===== config.mk =====
export PLATFORM = sky130hd
export DESIGN_NAME = fifo_flops_param
export DESIGN_NICKNAME = d
export VERILOG_FILES = /design/src/rtl/fifo_flops_param.sv
export SDC_FILE = /design/constraint.sdc
export NUM_CORES = 1
export LEC_CHECK = 0
export CAP_MARGIN = 20
export CELL_PAD_IN_SITES_DETAIL_PLACEMENT = 0
export CELL_PAD_IN_SITES_GLOBAL_PLACEMENT = 1
export CORE_MARGIN = 8
export CORE_UTILIZATION = 55
export CTS_CLUSTER_SIZE = 28
export DETAILED_ROUTE_END_ITERATION = 16
export PLACE_DENSITY = 0.93
export RECOVER_POWER = 50
export SYNTH_ARGS = -nofsm -noshare
export SYNTH_HDL_FRONTEND = slang
export SYNTH_SLANG_ARGS = --single-unit

===== constraint.sdc =====
create_clock -name clk -period 4.9 [get_ports clk]
set_input_delay 0.98 -clock clk [delete_from_list [all_inputs] [get_ports clk]]
set_output_delay 0.98 -clock clk [all_outputs]
set_load 0.1 [all_outputs]

===== src/rtl/fifo_flops_param.sv =====
// Single-clock flop-based FIFO with arbitrary depth, occupancy count, thresholds and sticky error flags.
// Define FIFO_FWFT_EN for first-word-fall-through reads; the default build uses a registered Dout.
module fifo_flops_param #(
  parameter int depth    = 16,
  parameter int bits     = 8,
  parameter int AF_LEVEL = 14,
  parameter int AE_LEVEL = 2
) (
  input  logic                         clk,
  input  logic                         rst,
  input  logic                         push,
  input  logic                         pop,
  input  logic                         clr_err,
  input  logic [bits-1:0]              Din,
  output logic [bits-1:0]              Dout,
  output logic                         full,
  output logic                         empty,
  output logic                         almost_full,
  output logic                         almost_empty,
  output logic [$clog2(depth+1)-1:0]   count,
  output logic                         overflow,
  output logic                         underflow
);

  localparam int CW = $clog2(depth + 1);
  localparam int PW = $clog2(depth);
  localparam logic [PW-1:0] LAST = PW'(depth - 1);

  logic [bits-1:0] mem [depth];
  logic [PW-1:0]   wr_ptr;
  logic [PW-1:0]   rd_ptr;
  logic [CW-1:0]   count_nxt;
  logic            push_ok;
  logic            pop_ok;

  // Modulo-depth increment so non-power-of-two depths wrap correctly.
  function automatic logic [PW-1:0] ptr_inc(input logic [PW-1:0] p);
    return (p == LAST) ? '0 : p + PW'(1);
  endfunction

  assign pop_ok  = pop & ~empty;
  assign push_ok = push & (~full | pop_ok);

  always_comb begin
    count_nxt = count;
    if (push_ok && !pop_ok)
      count_nxt = count + CW'(1);
    else if (!push_ok && pop_ok)
      count_nxt = count - CW'(1);
  end

  // Storage is deliberately left out of reset.
  always_ff @(posedge clk) begin
    if (push_ok)
      mem[wr_ptr] <= Din;
  end

  always_ff @(posedge clk or negedge rst) begin
    if (!rst) begin
      wr_ptr       <= '0;
      rd_ptr       <= '0;
      count        <= '0;
      full         <= 1'b0;
      empty        <= 1'b1;
      almost_full  <= 1'b0;
      almost_empty <= 1'b1;
      overflow     <= 1'b0;
      underflow    <= 1'b0;
    end else begin
      if (push_ok)
        wr_ptr <= ptr_inc(wr_ptr);
      if (pop_ok)
        rd_ptr <= ptr_inc(rd_ptr);
      count        <= count_nxt;
      full         <= (count_nxt == CW'(depth));
      empty        <= (count_nxt == '0);
      almost_full  <= (count_nxt >= CW'(AF_LEVEL));
      almost_empty <= (count_nxt <= CW'(AE_LEVEL));
      // A fresh error on the clearing edge wins over clr_err.
      overflow     <= (push & ~push_ok) | (overflow & ~clr_err);
      underflow    <= (pop & ~pop_ok) | (underflow & ~clr_err);
    end
  end

`ifdef FIFO_FWFT_EN
  assign Dout = empty ? '0 : mem[rd_ptr];
`else
  always_ff @(posedge clk or negedge rst) begin
    if (!rst)
      Dout <= '0;
    else if (pop_ok)
      Dout <= mem[rd_ptr];
  end
`endif

endmodule

-- Word level (Yosys, flattened, before mapping)
Memories as Yosys holds them, arrays and structs flattened. A register that Yosys moved wholly into a read port is not among the register bits.
Cells that the tools add are included.
- register bits: 19
- bits in writable memories: 128
- bits of input ports: 13
- output and inout bits: 19
- word-level logic and storage cells: 45
- memories kept: 1
- memories (name ; depth ; width ; rd ports ; clocked after Yosys merged registers in ; write ports ; RTL line ; text):
    mem ; 16 ; 8 ; 1 ; 1 ; 1 ; 29 ; logic [bits-1:0] mem [depth];
- add/subtract/negate cells: 4
- magnitude comparators: 2
- equal/unequal tests: 3
- multiplexer cells: 6
- bitwise gates (word level): 14
- reductions and logical operators: 6
- operators with widths (kind ; number):
    5-bit 2-to-1 mux ; 2
    4-bit by 1-bit adder with 4-bit output (second input constant) ; 2
    4-bit equality test (second input constant) ; 2
    4-bit 2-to-1 mux ; 2
    1-bit bitwise AND ; 6
    5-bit by 1-bit adder with 5-bit output (second input constant) ; 1
    5-bit equality test (second input constant) ; 1
    5-bit by 4-bit >= comparator with 1-bit output (second input constant) ; 1
    5-bit by 2-bit <= comparator with 1-bit output (second input constant) ; 1
    5-bit zero test ; 1
    1-bit inverter ; 5
    5-bit by 1-bit subtractor with 5-bit output (second input constant) ; 1
    1-bit zero test ; 3
    1-bit OR ; 3
    1-bit logical AND ; 2
    1-bit 2-to-1 mux ; 2

-- Depth between registers and ports, before layout
Gate-level depths: netlist (run 1).
- depth in word-level cells: 9
- gate-level depth with buffers: 7

-- Worst setup path after synthesis (run 1)
No wires, ideal clock.
- kind: in2reg
- start: input pop
- end: memory mem[7][0] (enable)
- data arrival time: 2.271 ns
- required time: 4.515 ns
- path slack: 2.243 ns
- stages on the path: 4
- buffers on the path: 0
- cell sequence: nand2b_1 a21boi_1 nand2_1 nor3b_1
- longest elaborated chain between the ends: 5
- ends and longest elaborated chain (what ; RTL line ; text):
    start, declared ; 12 ; input logic pop,
    1-bit bitwise AND ; 41 ; assign pop_ok = pop & ~empty;
    1-bit OR ; 42 ; assign push_ok = push & (~full | pop_ok);
    1-bit bitwise AND ; 42 ;
    1-bit 2-to-1 mux ; 54 ; if (push_ok)
    1-bit 2-to-1 mux (implied by the code) ; 55 ; mem[wr_ptr] <= Din;
    end, declared ; 29 ;
Every way passes these cells.

-- Worst setup path after layout (run 1)
- start: input pop
- end: memory mem[6][6] (enable)
Same word-level chain as after synthesis.

==> results.json, run 1 <==
{
  "cp_cell_sequence": "dlygate4sd3_1 > nand2b_1 > a21boi_0 > clkbuf_1 > nand2_1 > nor2_1 > and2_1",
  "postCtsSetupBuffers": 0,
  "dieArea_sq_mm": 0.0154,
  "async_reset_ff_frac": 0.174,
  "ys.flop_type": "edfxtp_1",
  "seq_area_frac_synth": 0.705,
  "p_total_mw": 4.82,
  "grt_overflow": 0,
  "firstDrtPassIters": 5,
  "coreArea_sq_mm": 0.0114,
  "cts_tree": "done",
  "setup_viol": 0,
  "area_growth_pct": 16.0,
  "ir_drop_uv": 615,
  "clkTransAtPathRegs_ns": 0.06,
  "max_freq_ghz": 0.302,
  "max_slew_margin": -0.0440,
  "drv_cap": 1,
  "die_w_microns": 124,
  "synth_edf_count": 128,
  "grt_pass1_wl_microns": 20600,
  "synth_top_area_share": 0.600,
  "crit_type": "primary input to register",
  "cts_buffer_depth": 2,
  "final.min_clock_period_ns": 3.31,
  "maxSlewViolCount": 28,
  "syn_inst": 390,
  "seq_area_sq_mm": 0.00452,
  "final_util": 0.651,
  "htree_levels": 4,
  "synth-seq-cells": 155,
  "yosys.cell_count.top_type": "edfxtp_1",
  "critPathMaxStageDelay_ns": 0.58,
  "nNetsFinal": 450,
  "avgSynthCellArea_sq_um": 16.4,
  "hp-class": "register to register",
  "cp_slowest_cell": "dlygate4sd3_1",
  "tightest_slew_ns": 1.57,
  "start_util": 0.561,
  "path_buf_inv": 2,
  "yosys.area.top_type": "edfxtp_1",
  "hold_viol": 0,
  "clock_skew_ns": 0.00611,
  "vias_per_cell": 6.10,
  "ys_warn_count": 0,
  "ant_nets": 0,
  "rsz0062_at_grt": "false",
  "power.density_mw_per_mm2": 649,
  "synth_cell_types": 50,
  "synthTopCellsByArea": "edfxtp_1 60%, dfrtp_1 9.8%, mux2i_1 5.6%, mux4_2 3.5%, mux4_1 2.9%",
  "final_cell_area_sq_mm": 0.00743,
  "required_ns": 4.96,
  "outcome": "finished with violations",
  "clkLatencyLatePin_ns": 0.41,
  "fillers": 752,
  "syn_area_sq_mm": 0.00641,
  "row_count": 39,
  "violations": "capacitance limit, slew limit",
  "start_kind": "primary input",
  "hold_buffers": 0,
  "antenna_found_initial": 0,
  "die-height_microns": 124,
  "numCtsBuffers": 17,
  "place_congestion": 0.832,
  "n_antenna_cell": 0,
  "drive_gt1_frac": 0.115,
  "leakage_nw": 2.64,
  "cts_resized": 0,
  "cts.sink_count": 155,
  "grt_start_max_net_pins": 30,
  "wl_microns": 13300,
  "fin_setup_tns_ns": 0,
  "multi_input_area_sq_mm": 0.00174,
  "syn-num-nets": 410,
  "dpl-instance-area_sq_mm": 0.00683,
  "wire_per_inst_microns": 22.6,
  "cpLargestDelayFamily": "buffers and inverters",
  "io_buffers": 31,
  "ys_top_cells_by_count": "128 x edfxtp_1, 36 x mux2i_1, 25 x dfrtp_1",
  "arrival_ns": 3.37,
  "grt_pass1_vias": 3644,
  "dr.first_iter.drc_count": 366,
  "hold-worst-slack_ns": 0.528,
  "period_share": 0.675,
  "path_max_fanout": 16,
  "grt_use_total": 0.186,
  "io_pins": 32,
  "end_kind": "register",
  "cts-root-buf": "clkbuf_16",
  "drc_errors": 0,
  "hpwl_microns": 8590,
  "detailroute.via_count": 3576
}
-- path summary, 6_finish.rpt --
path / slack (ns) / depth (start not counted) / end / startpoint
worst max-delay path: 1.59 / 7 / mem[6][6] / pop
worst min-delay path: 0.53 / 2 / underflow / underflow
worst max register to register: 2.19 / 5 / Dout[3] / rd_ptr[0]
worst min register to register: 0.53 / 2 / underflow / underflow
max in group asynchronous: 2.49 / 2 / Dout[5] / rst
min in group asynchronous: 1.48 / 2 / wr_ptr[0] / rst
-- flip-flops by register name, indices dropped and copies added, names as in the netlist --
signal        cells
full              1
underflow         1
wr_ptr            4
almost_empty      1
count             5
rd_ptr            4
Dout              8
mem             128
empty             1
overflow          1
almost_full       1
-- cells in the final DEF, fill, tap and decap left out, drive strengths merged, types with 7 or more instances in the layout --
cell           instances
edfxtp               128
mux2i                 36
dfrtp                 25
clkbuf                22
clkdlybuf4s50         21
nand2                 18
nor2                  18
mux4                  17
o21ai                 12
nor3                  11
a21oi                 11
nand3                 10
dlygate4sd3           10
and3                   8
o22ai                  8
inv                    7
ha                     7
clkinv                 7
-- metal layers --
| metal | vias up | wire [microns] | track usage |
|---|---|---|---|
| li1 | 1613 | - | - |
| met3 | 23 | 973 | 0.0512 |
| met2 | 147 | 6340 | 0.285 |
| met1 | 1793 | 5650 | 0.243 |
| met4 | 0 | 313 | 0.0870 |
| met5 | - | 0 | 0 |
-- cell type report --
class | count | share of cell area
clock buffers | 19 | 0.0582
clock inverters | 13 | 0.0236
inverters | 7 | 0.00353
multi-input cells | 210 | 0.234
repair buffers | 39 | 0.0483
flip-flops and latches | 155 | 0.608
well taps | 143 | 0.0241
-- stage by stage --
stage,worst slack (ns),cells
after global routing,1.39,586
after detailed placement,1.10,553
final,1.59,586
after floorplan,2.24,390
after CTS,1.48,585
after global placement,1.23,553
-- worst register-to-register path, delay by kind of cell, from the launching register on --
family	cells	cell delay (ns)
flip-flops	1	0.97
AO/OA/AOI/OAI	2	0.43
buffers and inverters	1	0.85
multiplexers	1	0.27
AND/OR/NAND/NOR	1	0.07
-- cells by family after synthesis --
family,synth area share
adders and majority gates,0.0137
and+or+nand+nor,0.0757
AOI/OAI and AO/OA,0.0545
buffers and inverters,0.0226
DFF,0.705
xor gates and xnor gates,0.00800
muxes,0.120
-- report_power, final --
group          switching [mW]  leakage (nW)  internal, mW
clock                   0.496         0.292         0.847
sequential              0.197          1.48          1.62
combinational            1.10         0.877         0.557
total                    1.79          2.64          3.03
Power figures use the tool's default switching activity.
==> run 2: changes to the inputs <==
- CORE_UTILIZATION: 55 -> 51
- PLACE_DENSITY: 0.93 -> 0.88
- clock period: 4.9 -> 3.1 ns (I/O delays scaled with it)
==> results.json, run 2 (synthesized netlist as in run 1, its figures left out) <==
{
  "final_common_cell": "edfxtp_1",
  "tightest_slew_ns": 1.58,
  "violations": "capacitance limit, slew limit",
  "hpwl_microns": 8200,
  "hold_viol": 0,
  "period_share": 0.775,
  "cts-root-buf": "clkbuf_16",
  "die_w_microns": 128,
  "drv_cap": 1,
  "dr.first_iter.drc_count": 391,
  "r2r-end": "Dout[6]",
  "grt_pass1_wl_microns": 19600,
  "largest_reg_flops": 128,
  "critPathMaxStageDelay_ns": 0.70,
  "n_antenna_cell": 0,
  "wire_per_inst_microns": 20.4,
  "required_ns": 3.17,
  "grt_start_max_net_pins": 28,
  "crit_type": "primary input to register",
  "cts_tree": "done",
  "rsz0062_at_grt": "false",
  "htree_levels": 4,
  "start_util": 0.514,
  "start_kind": "primary input",
  "cp_cell_sequence": "dlygate4sd3_1 > a21boi_1 > buf_4 > nand2_1 > nor2_1 > and2_1",
  "antenna_found_initial": 0,
  "final_cells": 619,
  "place_congestion": 0.801,
  "cp_slowest_cell": "dlygate4sd3_1",
  "power.density_mw_per_mm2": 998,
  "fin_setup_tns_ns": 0,
  "final.min_clock_period_ns": 2.40,
  "grt_overflow": 0,
  "firstDrtPassIters": 5,
  "holdPathEnd": "underflow",
  "die-height_microns": 128,
  "max_slew_margin": -0.0511,
  "arrival_ns": 2.47,
  "end_kind": "register",
  "hold_path_depth": 2,
  "wl_microns": 12600,
  "max_freq_ghz": 0.416,
  "dp_cells": 587,
  "hold_start": "underflow",
  "row_count": 41,
  "regMostFlops": "mem",
  "cts_resized": 0,
  "drive_gt1_frac": 0.166,
  "area_growth_pct": 15.4,
  "final_cell_mix": "128 x edfxtp_1, 36 x mux2i_1, 25 x dfrtp_1",
  "coreArea_sq_mm": 0.0125,
  "leakage_nw": 2.65,
  "clkTransAtPathRegs_ns": 0.06,
  "cts_buffer_depth": 2,
  "hp-class": "register to register",
  "reg2reg_depth": 6,
  "io_pins": 32,
  "dieArea_sq_mm": 0.0164,
  "ant_nets": 0,
  "clkLatencyLatePin_ns": 0.41,
  "drc_errors": 0,
  "vias_per_cell": 5.72,
  "grt_pass1_vias": 3608,
  "postCtsSetupBuffers": 0,
  "setup_viol": 0,
  "detailroute.via_count": 3540,
  "rr_startpoint": "rd_ptr[1]",
  "io_buffers": 31,
  "reg_top3": "mem x128, Dout x8, count x5",
  "outcome": "finished with violations",
  "nNetsFinal": 454,
  "hold_buffers": 0,
  "cts.sink_count": 155,
  "numCtsBuffers": 17,
  "r2r_setup_slack_ns": 0.90,
  "clock_skew_ns": 0.0105,
  "grt_use_total": 0.161,
  "ir_drop_uv": 390,
  "path_max_fanout": 16,
  "maxSlewViolCount": 28
}
[run 2: changes by cell type in the layout (fill, tap and decap cells not counted), moves of 3 or more]
cell / delta
buf_4: +19
bufinv_16: -3
clkbuf_1: +3
clkdlybuf4s50_1: -20
clkinv_4: +3
inv_6: +5
[run 2: final cells by class]
| class | count | area (sq um) |
|---|---|---|
| repair buffers | 43 | 327 |
| clock inverters | 14 | 138 |
| well taps | 172 | 215 |
| clock buffers | 18 | 429 |
| inverters | 7 | 26.3 |
| multi-input cells | 210 | 1740 |
| fillers | 917 | 5070 |
| flip-flops and latches | 155 | 4520 |
[run 2: critical path: cells and delay by family]
family                 cells  cell delay, ns
AO/OA/AOI/OAI              1            0.22
buffers and inverters      2            0.92
AND/OR/NAND/NOR            3            0.70
[run 2: how the worst max path moves through the flow]
stage                     from         to  slack (ns)  depth (start not counted)
after CTS                 push  mem[5][6]        0.77                          6
after floorplan           full  mem[7][0]        0.65                          3
final                     push  mem[5][6]        0.70                          6
after global placement    push  mem[5][2]        0.44                          6
after global routing      push  mem[5][7]        0.53                          6
after detailed placement  push  mem[5][1]        0.37                          6
[run 2: per-stage QoR]
step | util | power, mW | hold WS (ns) | instance area (sq um) | setup WS, ns
floorplan | - | 4.89 | 0.324 | 6410 | 0.648
global route | 0.594 | 7.70 | 0.559 | 7400 | 0.535
global placement | 0.550 | 5.45 | 0.517 | 6860 | 0.437
detailed placement | 0.550 | 5.50 | 0.523 | 6860 | 0.367
CTS | 0.596 | 7.46 | 0.533 | 7430 | 0.769
finish | 0.594 | 7.39 | 0.529 | 7400 | 0.696
[run 2: power breakdown]
group | switching (mW) | total, mW | internal, mW
clock network | 0.840 | 1.96 | 1.12
logic | 1.76 | 2.59 | 0.828
registers | 0.272 | 2.84 | 2.57
[run 2: layer usage]
layer	up-vias	part of all wire	wire length, microns	GRT usage
li1	1628	-	-	-
met4	0	0.011	143	0.0727
met1	1787	0.42	5330	0.205
met2	117	0.50	6310	0.254
met5	-	0	0	0
met3	8	0.066	839	0.0433
